$ cat src/rtl/vote_pkg.sv
// Shared types for the vote tally controller: FSM state encoding and decision-rule selectors.
package vote_pkg;

    typedef enum logic [1:0] {
        ST_IDLE,
        ST_SAMPLE,
        ST_EVAL,
        ST_HOLD
    } state_t;

    localparam int MODE_MAJORITY  = 0;
    localparam int MODE_UNANIMOUS = 1;
    localparam int MODE_ANY       = 2;

endpackage

$ cat src/rtl/cast_debounce.sv
// Cast pushbutton conditioning: 2-flop synchronizer, tick-paced DEB_N-sample filter,
// and a single-cycle pulse on the first cycle the filtered level is high.
module cast_debounce #(
    parameter int DEB_N = 4
) (
    input  logic clk,
    input  logic rst,
    input  logic tick_en,
    input  logic cast_raw,
    output logic cast_level,
    output logic cast_rise
);

    localparam int CNT_W = $clog2(DEB_N + 1);

    logic             sync1_q, sync2_q;
    logic             level_q, level_d;
    logic             prev_q;
    logic [CNT_W-1:0] cnt_q, cnt_d;

    // The counter tracks consecutive ticks disagreeing with the accepted level;
    // one agreeing tick restarts the run.
    always_comb begin
        cnt_d   = cnt_q;
        level_d = level_q;
        if (tick_en) begin
            if (sync2_q == level_q) begin
                cnt_d = '0;
            end else if (cnt_q == CNT_W'(DEB_N - 1)) begin
                level_d = ~level_q;
                cnt_d   = '0;
            end else begin
                cnt_d = cnt_q + CNT_W'(1);
            end
        end
    end

    always_ff @(posedge clk or posedge rst) begin
        if (rst) begin
            sync1_q <= 1'b0;
            sync2_q <= 1'b0;
            level_q <= 1'b0;
            prev_q  <= 1'b0;
            cnt_q   <= '0;
        end else begin
            sync1_q <= cast_raw;
            sync2_q <= sync1_q;
            level_q <= level_d;
            prev_q  <= level_q;
            cnt_q   <= cnt_d;
        end
    end

    assign cast_level = level_q;
    assign cast_rise  = level_q & ~prev_q;

endmodule

$ cat src/rtl/vote_tally_ctrl.sv
// Voting round controller: latches a ballot on each debounced cast press, decides it
// under the MODE rule and keeps saturating pass/fail tallies.
module vote_tally_ctrl
    import vote_pkg::*;
#(
    parameter int N_VOTERS = 3,
    parameter int COUNT_W  = 4,
    parameter int MODE     = 0,
    parameter int DEB_N    = 4
) (
    input  logic                             clk100MHz,
    input  logic                             rst,
    input  logic                             tick_en,
    input  logic [N_VOTERS-1:0]              vote_in,
    input  logic                             cast,
    input  logic                             clr,
    output logic [COUNT_W-1:0]               pass_cnt,
    output logic [COUNT_W-1:0]               fail_cnt,
    output logic [$clog2(N_VOTERS+1)-1:0]    yes_cnt,
    output logic                             result,
    output logic                             result_valid,
    output logic                             busy,
    output logic                             sat
);

    localparam int YES_W = $clog2(N_VOTERS + 1);

    state_t              state_q, state_d;
    logic [N_VOTERS-1:0] vsync1_q, vsync2_q;
    logic [N_VOTERS-1:0] ballot_q, ballot_d;
    logic [YES_W-1:0]    yes_q, yes_d;
    logic                result_q, result_d;
    logic [COUNT_W-1:0]  pass_q, pass_d, fail_q, fail_d;
    logic                sat_q, sat_d, sat_hit;
    logic                cast_level, cast_rise;

    function automatic logic [YES_W-1:0] popcount(input logic [N_VOTERS-1:0] b);
        logic [YES_W-1:0] n;
        n = '0;
        for (int i = 0; i < N_VOTERS; i++) n = n + YES_W'(b[i]);
        return n;
    endfunction

    function automatic logic decide(input logic [YES_W-1:0] yes);
        logic [YES_W:0] dbl;
        dbl = {yes, 1'b0};
        case (MODE)
            MODE_UNANIMOUS: return yes == YES_W'(N_VOTERS);
            MODE_ANY:       return yes != '0;
            default:        return dbl > (YES_W + 1)'(N_VOTERS);
        endcase
    endfunction

    // MSB flags an increment attempted at full scale; the count then holds.
    function automatic logic [COUNT_W:0] sat_inc(input logic [COUNT_W-1:0] c);
        if (&c) return {1'b1, c};
        return {1'b0, c + COUNT_W'(1)};
    endfunction

    cast_debounce #(.DEB_N(DEB_N)) u_cast_deb (
        .clk        (clk100MHz),
        .rst        (rst),
        .tick_en    (tick_en),
        .cast_raw   (cast),
        .cast_level (cast_level),
        .cast_rise  (cast_rise)
    );

    always_comb begin
        state_d      = state_q;
        ballot_d     = ballot_q;
        yes_d        = yes_q;
        result_d     = result_q;
        pass_d       = pass_q;
        fail_d       = fail_q;
        sat_d        = sat_q;
        sat_hit      = 1'b0;
        result_valid = 1'b0;
        case (state_q)
            ST_IDLE:   if (cast_rise) state_d = ST_SAMPLE;
            ST_SAMPLE: begin
                ballot_d = vsync2_q;
                state_d  = ST_EVAL;
            end
            // result_valid marks the edge on which the new result and tally are written.
            ST_EVAL: begin
                result_valid = 1'b1;
                yes_d        = popcount(ballot_q);
                result_d     = decide(yes_d);
                if (result_d) {sat_hit, pass_d} = sat_inc(pass_q);
                else          {sat_hit, fail_d} = sat_inc(fail_q);
                if (sat_hit) sat_d = 1'b1;
                state_d = ST_HOLD;
            end
            ST_HOLD:   if (!cast_level) state_d = ST_IDLE;
            default:   state_d = ST_IDLE;
        endcase
        if (clr) begin
            pass_d = '0;
            fail_d = '0;
            sat_d  = 1'b0;
        end
    end

    always_ff @(posedge clk100MHz or posedge rst) begin
        if (rst) begin
            state_q  <= ST_IDLE;
            vsync1_q <= '0;
            vsync2_q <= '0;
            ballot_q <= '0;
            yes_q    <= '0;
            result_q <= 1'b0;
            pass_q   <= '0;
            fail_q   <= '0;
            sat_q    <= 1'b0;
        end else begin
            state_q  <= state_d;
            vsync1_q <= vote_in;
            vsync2_q <= vsync1_q;
            ballot_q <= ballot_d;
            yes_q    <= yes_d;
            result_q <= result_d;
            pass_q   <= pass_d;
            fail_q   <= fail_d;
            sat_q    <= sat_d;
        end
    end

    assign pass_cnt = pass_q;
    assign fail_cnt = fail_q;
    assign yes_cnt  = yes_q;
    assign result   = result_q;
    assign sat      = sat_q;
    assign busy     = (state_q != ST_IDLE);

endmodule

$ cat config.mk
export PLATFORM = sky130hd
export DESIGN_NAME = vote_tally_ctrl
export DESIGN_NICKNAME = d
export VERILOG_FILES = /design/src/rtl/vote_pkg.sv /design/src/rtl/cast_debounce.sv /design/src/rtl/vote_tally_ctrl.sv
export SDC_FILE = /design/constraint.sdc
export NUM_CORES = 1
export LEC_CHECK = 0
export BUFFER_PORTS_ARGS = -buffer_cell sky130_fd_sc_hd__buf_2
export CORE_ASPECT_RATIO = 1.5
export CORE_MARGIN = 2
export CORE_UTILIZATION = 54
export CTS_CLUSTER_DIAMETER = 40
export DETAILED_ROUTE_END_ITERATION = 7
export GPL_TIMING_DRIVEN = 0
export PLACE_DENSITY = 0.85
export REMOVE_ABC_BUFFERS = 1
export SYNTH_ARGS = -nofsm -noshare
export SYNTH_HDL_FRONTEND = slang
export SYNTH_HIERARCHICAL = 1
export SYNTH_SLANG_ARGS = --single-unit
$ cat constraint.sdc
create_clock -name clk100MHz -period 2 [get_ports clk100MHz]
set_input_delay 0.2 -clock clk100MHz [delete_from_list [all_inputs] [get_ports clk100MHz]]
set_output_delay 0.2 -clock clk100MHz [all_outputs]
set_load 0.1 [all_outputs]
Word level (Yosys, flattened, before mapping)
Cells that the tools add are included.
W data, S select, Z words.
{"block": "totals", "in_bits": 8, "reg_bits": 30, "output_inout_bits": 14}
{"block": "op_classes", "magnitude_cmp": 1, "reduce_logical": 12, "bitwise_logic": 4, "mux": 28, "n_addsub": 5, "n_eq_ne": 10}
{"operator": "$mux W4", "n": 6}
{"operator": "$mux W5", "n": 4}
{"operator": "$mux W1", "n": 13}
{"operator": "$reduce_and A3 Y1", "n": 3}
{"operator": "$add A4 B1 Y4 const B", "n": 2}
{"operator": "$pmux W2 S4", "n": 1}
{"operator": "$reduce_and A4 Y1", "n": 2}
{"operator": "$reduce_bool A2 Y1", "n": 4}
{"operator": "$mux W3", "n": 2}
{"operator": "$ne A2 B2 Y1 const B", "n": 3}
{"operator": "$ne A3 B3 Y1 const B", "n": 2}
{"operator": "$eq A2 B2 Y1 const B", "n": 2}
{"operator": "$mux W2", "n": 2}
{"operator": "$reduce_and A2 Y1", "n": 2}
{"operator": "$add A3 B1 Y3 const B", "n": 1}
{"operator": "$eq A3 B2 Y1 const B", "n": 1}
{"operator": "$gt A3 B2 Y1 const B", "n": 1}
{"operator": "$not A1 Y1", "n": 3}
{"operator": "$add A1 B1 Y2", "n": 1}
{"operator": "$add A2 B1 Y2", "n": 1}
{"operator": "$eq A2 B1 Y1 const B", "n": 1}
{"operator": "$logic_not A2 Y1", "n": 1}
{"operator": "$and A1 B1 Y1", "n": 1}
{"operator": "$eq A1 B1 Y1", "n": 1}

Longest topological paths before layout
Gate-level depths: netlist of the first run.
{"block": "logic_depth", "word_depth": 12, "ltp_mapped": 6, "ltp_nobuf": 5}

Modules after synthesis
Netlist of the first run, hierarchy kept.
{"module": "vote_tally_ctrl", "n_inst": 1, "cells_each": 83, "area_each_um2": 1023.5}
{"module": "cast_debounce", "n_inst": 1, "cells_each": 23, "area_each_um2": 285.3}

Least setup slack after synthesis of the first run
Ideal clock, no wire load.
{"block": "synth_timing", "path_type": "reg2reg", "startpoint": "register state_q[0]", "endpoint": "register fail_q[0] (netlist: fail_cnt[0])", "stages_incl_launch_ff": 7, "arrival_time_ns": 2.258, "setup_slack_ns": -0.386, "required_time_ns": 1.872, "n_path_buf": 1, "period_less_slack_ns": 2.386, "path_cell_list": "dfrtp_1 -> inv_1 -> ha_1 -> buf_2 -> nor2b_1 -> and2_4 -> mux2_1"}
{"block": "synth_via", "elab_chain_cells": 3}
{"item": "start: declaration", "line": "vote_tally_ctrl.sv:28", "source": "state_t state_q, state_d;"}
{"item": "start signal: assignment", "line": "vote_tally_ctrl.sv:117", "source": "state_q <= state_d;"}
{"item": "$eq A2 B2 Y1", "line": "vote_tally_ctrl.sv:79", "source": "case (state_q)"}
{"item": "$reduce_bool A2 Y1 (no source line)"}
{"item": "$reduce_and A3 Y1 (no source line)"}
{"item": "end signal: assignment", "line": "vote_tally_ctrl.sv:124", "source": "fail_q <= fail_d;"}
{"item": "end: declaration", "line": "vote_tally_ctrl.sv:33", "source": "logic [COUNT_W-1:0] pass_q, pass_d, fail_q, fail_d;"}
Every way passes these cells.
A chain may end at the register's enable or synchronous reset.

Worst setup path after layout of the first run
{"block": "layout_timing", "startpoint": "register state_q[0]", "endpoint": "output port result_valid"}
{"block": "layout_via", "elab_chain_cells": 2}
{"item": "$eq A2 B2 Y1", "line": "vote_tally_ctrl.sv:79"}
{"item": "$mux W1", "line": "vote_tally_ctrl.sv:79"}
{"item": "end: declaration", "line": "vote_tally_ctrl.sv:21", "source": "output logic result_valid,"}
Every way passes these cells.

==> flow_summary.ini, run 1 <==
[timing]
final.period_utilization = 0.9337
grt_setup_unrepaired = false
timing.hold.ws_ns = 0.1453
slew_viol_final = 0
tightest_slew_ns = 0.8058
worst_clock_skew_ns = 0.01235
max_freq_mhz = 535.5
finalHoldViolCount = 0
fin_ws_ns = 0.1326
finalWorstPathRequiredPeriod_ns = 1.867
report.final.setup_viol = 0
relSlewSlack = 0.4622

[critical_path]
critPathCaptureType = output pin
crit_type = flop to output pin
critical_path_required_ns = 1.80
critPathMaxFanout = 10
r2r_setup_slack_ns = 0.18
crit_path_launch_type = flop
cp.arrival_ns = 1.67

[min_path]
hold_path.class = input port to flop

[route]
drt.antenna.violating_nets = 0
viasPerCell = 5.588
detail_route.iter0.violations = 16
drtPass1Iterations = 4
wirelength_mm = 2.203
wire_per_inst_um = 13.77
vias = 894
drc_errors = 0

[layout]
drive_gt1_frac = 0.2701
syn_to_final_growth_pct = 18.36
antenna_cells_inserted = 0
nets = 153
filler_cell_count = 167

[yosys]
ys_seq_area_frac = 0.5545
asyncSetResetFlopFracSynth = 1.000
syn-cell-area_um2 = 1309
synth_cells = 106
postSynth.topFlopCell = sky130_fd_sc_hd__dfrtp_1
synth-edff-count = 0
synth-seq-cells = 29
yosys_warnings = 6
syn_avg_cell_area_um2 = 12.35
post_synth_num_cell_types = 34

[power]
irDropWorstVdd_mv = 1.146
cellLeakagePower_nw = 0.7723
power.density_nw_per_um2 = 1596

[clock_network]
post_cts.repair.setup_buffers = 0
clockBufferDepth = 2
cts_buffers = 5
clk_pin_slew_worst_paths_ns = 0.08
htree_num_levels = 2
clkLatencyLatePin_ns = 0.33
clk_sink_count = 29
clock-root-buffer = sky130_fd_sc_hd__clkbuf_4
clock_tree_from_tritoncts = yes

[global_route]
grt_antenna_before_repair = 0
grt_pass1_vias = 917
grt_start_max_net_pins = 23
total_routing_resource_utilization_after_global_routing = 0.1915
grt_pass1_wl_mm = 3.884
gr-total-overflow = 0

[die]
die-width_um = 44.20
io_pins = 22
std_cell_rows = 21
core_region_area_um2 = 2260
die_height_um = 64.30
dieArea_um2 = 2842
initial_core_util = 0.5792

[placed_design]
dp_hpwl_mm = 1.638
pre_cts_ws_ns = 0.1615
port_buffers = 21
gpl.final_weighted_congestion = 0.7507

[outcome]
outcome = finished clean

[flow_run]
max_cap_viol_count = 0
-- area by class of cell --
type	count	area (um^2)	share of cell area
multi-input combinational	66	536.8	0.3465
timing repair buffer	26	157.7	0.1018
inverter	8	30.03	0.01939
sequential	29	725.7	0.4685
clock inverter	1	5.005	0.003231
tap	23	28.78	0.01858
clock buffer	7	65.06	0.04200
-- kinds of logic after synthesis --
kind of cell	Yosys count	share of synthesized area
AOI/OAI and AO/OA	13	0.07075
buffers and inverters	11	0.03537
muxes	11	0.09464
adders and majority gates	9	0.09178
DFF	29	0.5545
and+or+nand+nor	32	0.1463
xor gates and xnor gates	1	0.006693
-- cell usage after synthesis, types with 2 or more instances --
| cell | number | area (um^2) |
|---|---|---|
| sky130_fd_sc_hd__a21oi_1 | 2 | 10.01 |
| sky130_fd_sc_hd__a31oi_1 | 2 | 12.51 |
| sky130_fd_sc_hd__and4b_1 | 3 | 30.03 |
| sky130_fd_sc_hd__dfrtp_1 | 29 | 725.7 |
| sky130_fd_sc_hd__ha_1 | 8 | 100.1 |
| sky130_fd_sc_hd__inv_1 | 7 | 26.28 |
| sky130_fd_sc_hd__mux2_1 | 3 | 33.78 |
| sky130_fd_sc_hd__mux2_2 | 4 | 45.04 |
| sky130_fd_sc_hd__mux2i_1 | 3 | 30.03 |
| sky130_fd_sc_hd__nand2_1 | 3 | 11.26 |
| sky130_fd_sc_hd__nand2b_1 | 7 | 43.79 |
| sky130_fd_sc_hd__nor2_1 | 4 | 15.01 |
| sky130_fd_sc_hd__nor2b_1 | 5 | 31.28 |
| sky130_fd_sc_hd__nor3_1 | 5 | 25.02 |
| sky130_fd_sc_hd__o22ai_1 | 2 | 12.51 |
-- where the power goes --
part | switching [mW] | internal, mW | total, mW
Clock | 0.193 | 0.203 | 0.396
Sequential | 0.118 | 0.741 | 0.859
Combinational | 0.860 | 0.357 | 1.22
-- through the flow --
step	TNS [ns]	cells	area, um^2	power [mW]	utilization
CTS	0	160	1546	2.496	0.6844
global placement	0	147	1426	2.031	0.6312
detailed placement	0	147	1426	2.089	0.6312
finish	0	160	1549	2.473	0.6855
floorplan	-1.292	103	1292	1.874	-
global route	0	160	1549	2.630	0.6855
-- worst max-delay path: stages (launching register included) --
cell and delay [ns]:
sky130_fd_sc_hd__dfrtp_1 0.41, sky130_fd_sc_hd__inv_1 0.14, sky130_fd_sc_hd__ha_1 0.38, sky130_fd_sc_hd__clkbuf_4 0.41
-- what timing repair did --
| item | in CTS | in global routing |
|---|---|---|
| gates resized for setup | 0 | 1 |
| setup endpoints to repair | 0 | 1 |
| hold buffers | 5 | 0 |
| hold endpoints to repair | 11 | 0 |
-- registers in the layout (all words and copies together), names as in the netlist, 2 cells and up --
signal	cells
vsync1_q	3
ballot_q	3
u_cast_deb/cnt_q	3
vsync2_q	3
fail_cnt	4
state_q	2
pass_cnt	4
-- cells in the final DEF (no fill, tap or decap) --
master / n
sky130_fd_sc_hd__a211oi_1: 1
sky130_fd_sc_hd__a21oi_1: 2
sky130_fd_sc_hd__a2bb2oi_1: 1
sky130_fd_sc_hd__a31oi_1: 2
sky130_fd_sc_hd__a31oi_2: 1
sky130_fd_sc_hd__a41oi_1: 1
sky130_fd_sc_hd__and2_4: 1
sky130_fd_sc_hd__and3_1: 1
sky130_fd_sc_hd__and4b_1: 3
sky130_fd_sc_hd__buf_2: 20
sky130_fd_sc_hd__clkbuf_4: 6
sky130_fd_sc_hd__clkbuf_8: 2
sky130_fd_sc_hd__clkinv_2: 1
sky130_fd_sc_hd__dfrtp_1: 29
sky130_fd_sc_hd__dlygate4sd3_1: 5
sky130_fd_sc_hd__fa_1: 1
sky130_fd_sc_hd__ha_1: 8
sky130_fd_sc_hd__inv_1: 7
sky130_fd_sc_hd__inv_2: 1
sky130_fd_sc_hd__mux2_1: 3
sky130_fd_sc_hd__mux2_2: 4
sky130_fd_sc_hd__mux2_4: 1
sky130_fd_sc_hd__mux2i_1: 3
sky130_fd_sc_hd__nand2_1: 3
sky130_fd_sc_hd__nand2b_1: 7
sky130_fd_sc_hd__nand3_1: 1
sky130_fd_sc_hd__nand3b_1: 1
sky130_fd_sc_hd__nor2_1: 4
sky130_fd_sc_hd__nor2b_1: 5
sky130_fd_sc_hd__nor3_1: 5
sky130_fd_sc_hd__nor3b_1: 1
sky130_fd_sc_hd__o21a_1: 1
sky130_fd_sc_hd__o21ai_0: 1
sky130_fd_sc_hd__o22ai_1: 2
sky130_fd_sc_hd__o31ai_1: 1
sky130_fd_sc_hd__xnor2_1: 1
-- final timing paths --
kind                            depth (start not counted)         from                  end
max in group asynchronous                               3          rst          vsync2_q[0]
worst max-delay path                                    3   state_q[0]         result_valid
worst min register to register                          0  vsync1_q[1]          vsync2_q[1]
worst min-delay path                                    2      tick_en  u_cast_deb/cnt_q[1]
min in group asynchronous                               3          rst  u_cast_deb/cnt_q[0]
worst max register to register                          5   state_q[0]          pass_cnt[0]
-- per-layer routing --
layer	vias to the layer above	share of wire	global-route usage
met4	0	0.019	0.09470
li1	425	-	-
met3	6	0.053	0.07627
met2	28	0.53	0.3199
met1	435	0.40	0.2011
met5	-	0	0
Note: power is estimated with default switching activity, not from simulation.
==> run 2, diff against run 1 <==
- ABC_CLOCK_PERIOD_IN_PS: unset -> 2000
- CORE_ASPECT_RATIO: 1.5 -> unset
==> flow_summary.ini, run 2 (synthesis gave the netlist of run 1 again) <==
[power]
power.share.clock = 0.195
cellLeakagePower_nw = 0.7755
sw_frac_of_total = 0.4585
combinational_cell_fraction_of_total_power = 0.472
power.density_nw_per_um2 = 1638
sequentialPowerShare = 0.333
irDropWorstVdd_mv = 1.761
power_switching_mw = 1.182
p_int_mw = 1.396

[global_route]
grt_start_max_net_pins = 23
gr-total-overflow = 0
grt_pass1_vias = 835
grt_antenna_before_repair = 0
total_routing_resource_utilization_after_global_routing = 0.1892
grt_pass1_wl_mm = 3.629

[layout]
mostFrequentLayoutCell = sky130_fd_sc_hd__dfrtp_1
most-common-layout-cells = sky130_fd_sc_hd__dfrtp_1, sky130_fd_sc_hd__buf_2, sky130_fd_sc_hd__ha_1
final_cell_count_no_fill = 165
nets = 153
antenna_cells_inserted = 0
multi_input_combinational_cell_area_um2 = 536.8
layout.area.seq_um2 = 725.7
drive_gt1_frac = 0.2701
syn_to_final_growth_pct = 20.27
filler_cell_count = 168
layout.core_utilization = 0.6981

[die]
core_region_area_um2 = 2255
dieArea_um2 = 2833
die_height_um = 53.23
std_cell_rows = 17
io_pins = 22
die-width_um = 53.23
initial_core_util = 0.5805

[clock_network]
clk_pin_slew_worst_paths_ns = 0.09
clock-root-buffer = sky130_fd_sc_hd__clkbuf_4
htree_num_levels = 2
cts_buffers = 5
post_cts.repair.setup_buffers = 0
clk_sink_count = 29
clock_tree_from_tritoncts = yes
clkLatencyLatePin_ns = 0.33
clockBufferDepth = 2

[critical_path]
crit_type = flop to output pin
crit_path_max_incr_delay_ns = 0.42
crit_path_launch_type = flop
slowest_stage_cell_crit_path = sky130_fd_sc_hd__dfrtp_1
critical_path.top_delay_family = buffers and inverters
r2r_setup_slack_ns = 0.17
critPathCaptureType = output pin
critical_path_required_ns = 1.80
critPathMaxFanout = 10
cp.arrival_ns = 1.67
timing.critical_path.cells = inv_1 > ha_1 > clkbuf_4
timing.critical_path.buf_inv = 2

[placed_design]
place.detailed.instances = 152
dp_hpwl_mm = 1.579
port_buffers = 21
gpl.final_weighted_congestion = 0.7478

[min_path]
hold_path.class = input port to flop

[timing]
max_freq_mhz = 533.5
finalSetupTns_ns = 0
final.period_utilization = 0.9373
tightest_slew_ns = 0.7900
relSlewSlack = 0.4727
finalWorstPathRequiredPeriod_ns = 1.875
grt_setup_unrepaired = false
finalHoldViolCount = 0
slew_viol_final = 0
report.final.setup_viol = 0
worst_clock_skew_ns = 0.009449

[route]
drc_errors = 0
drtPass1Iterations = 4
vias = 890
wirelength_mm = 2.186
detail_route.iter0.violations = 16
wire_per_inst_um = 13.25
viasPerCell = 5.394
drt.antenna.violating_nets = 0

[outcome]
outcome = finished clean

[flow_run]
max_cap_viol_count = 0
-- run 2: cell types whose count changed in the layout (fill, tap and decap cells not counted) --
cell                         before  now
sky130_fd_sc_hd__bufinv_16        0    1
sky130_fd_sc_hd__clkinv_2         1    0
sky130_fd_sc_hd__clkinvlp_4       0    1
sky130_fd_sc_hd__clkbuf_8         2    1
-- run 2: metal layers --
| layer | vias up | routed length (um) | GRT usage |
|---|---|---|---|
| met5 | - | 0 | 0 |
| met4 | 0 | 48 | 0.1154 |
| met3 | 6 | 126 | 0.05932 |
| met2 | 30 | 1119 | 0.3128 |
| met1 | 431 | 891 | 0.2101 |
| li1 | 423 | - | - |
-- run 2: final cells by class --
class / count / share of cell area
clock buffers: 6 / 0.03259
inverters: 8 / 0.01908
multi-input cells: 66 / 0.3410
repair buffers: 26 / 0.1002
well taps: 28 / 0.02226
flip-flops and latches: 29 / 0.4610
clock inverters: 2 / 0.02385
-- run 2: final timing paths --
kind	from	to	cells after the start
max reg2reg	state_q[0]	pass_cnt[0]	5
min reg2reg	vsync1_q[0]	vsync2_q[0]	0
max	state_q[0]	result_valid	3
min in group asynchronous	rst	u_cast_deb/sync2_q	3
max in group asynchronous	rst	pass_cnt[1]	3
min	tick_en	u_cast_deb/cnt_q[1]	2
-- run 2: power by group through the flow --
| stage | registers (mW) | logic, mW | clock network [mW] |
|---|---|---|---|
| after floorplan | 1.23 | 0.646 | 0 |
| after global placement | 0.860 | 1.17 | 0 |
| after detailed placement | 0.872 | 1.21 | 0 |
| after CTS | 0.862 | 1.22 | 0.518 |
| after global routing | 0.881 | 1.32 | 0.542 |
| final | 0.857 | 1.22 | 0.503 |
-- run 2: worst reg2reg max path, stage by stage (launching register included) --
cell	delay, ns
sky130_fd_sc_hd__dfrtp_1	0.42
sky130_fd_sc_hd__inv_1	0.13
sky130_fd_sc_hd__ha_1	0.37
sky130_fd_sc_hd__nand2_1	0.18
sky130_fd_sc_hd__a31oi_2	0.26
sky130_fd_sc_hd__mux2_1	0.35
-- run 2: timing repair --
item                       CTS  global route
hold endpoints to repair    11             0
gates resized for setup      0             1
setup endpoints to repair    0             1
hold buffers                 5             0
-- run 2: stage by stage --
step	hold slack [ns]	setup WS [ns]	power, mW	cell area (um^2)
global route	0.1198	0.02744	2.743	1574
detailed placement	0.1510	0.2017	2.080	1433
global placement	0.1410	0.2444	2.026	1433
finish	0.1250	0.1255	2.578	1574
CTS	0.1199	0.04125	2.599	1572
floorplan	0.003398	-0.3745	1.874	1292
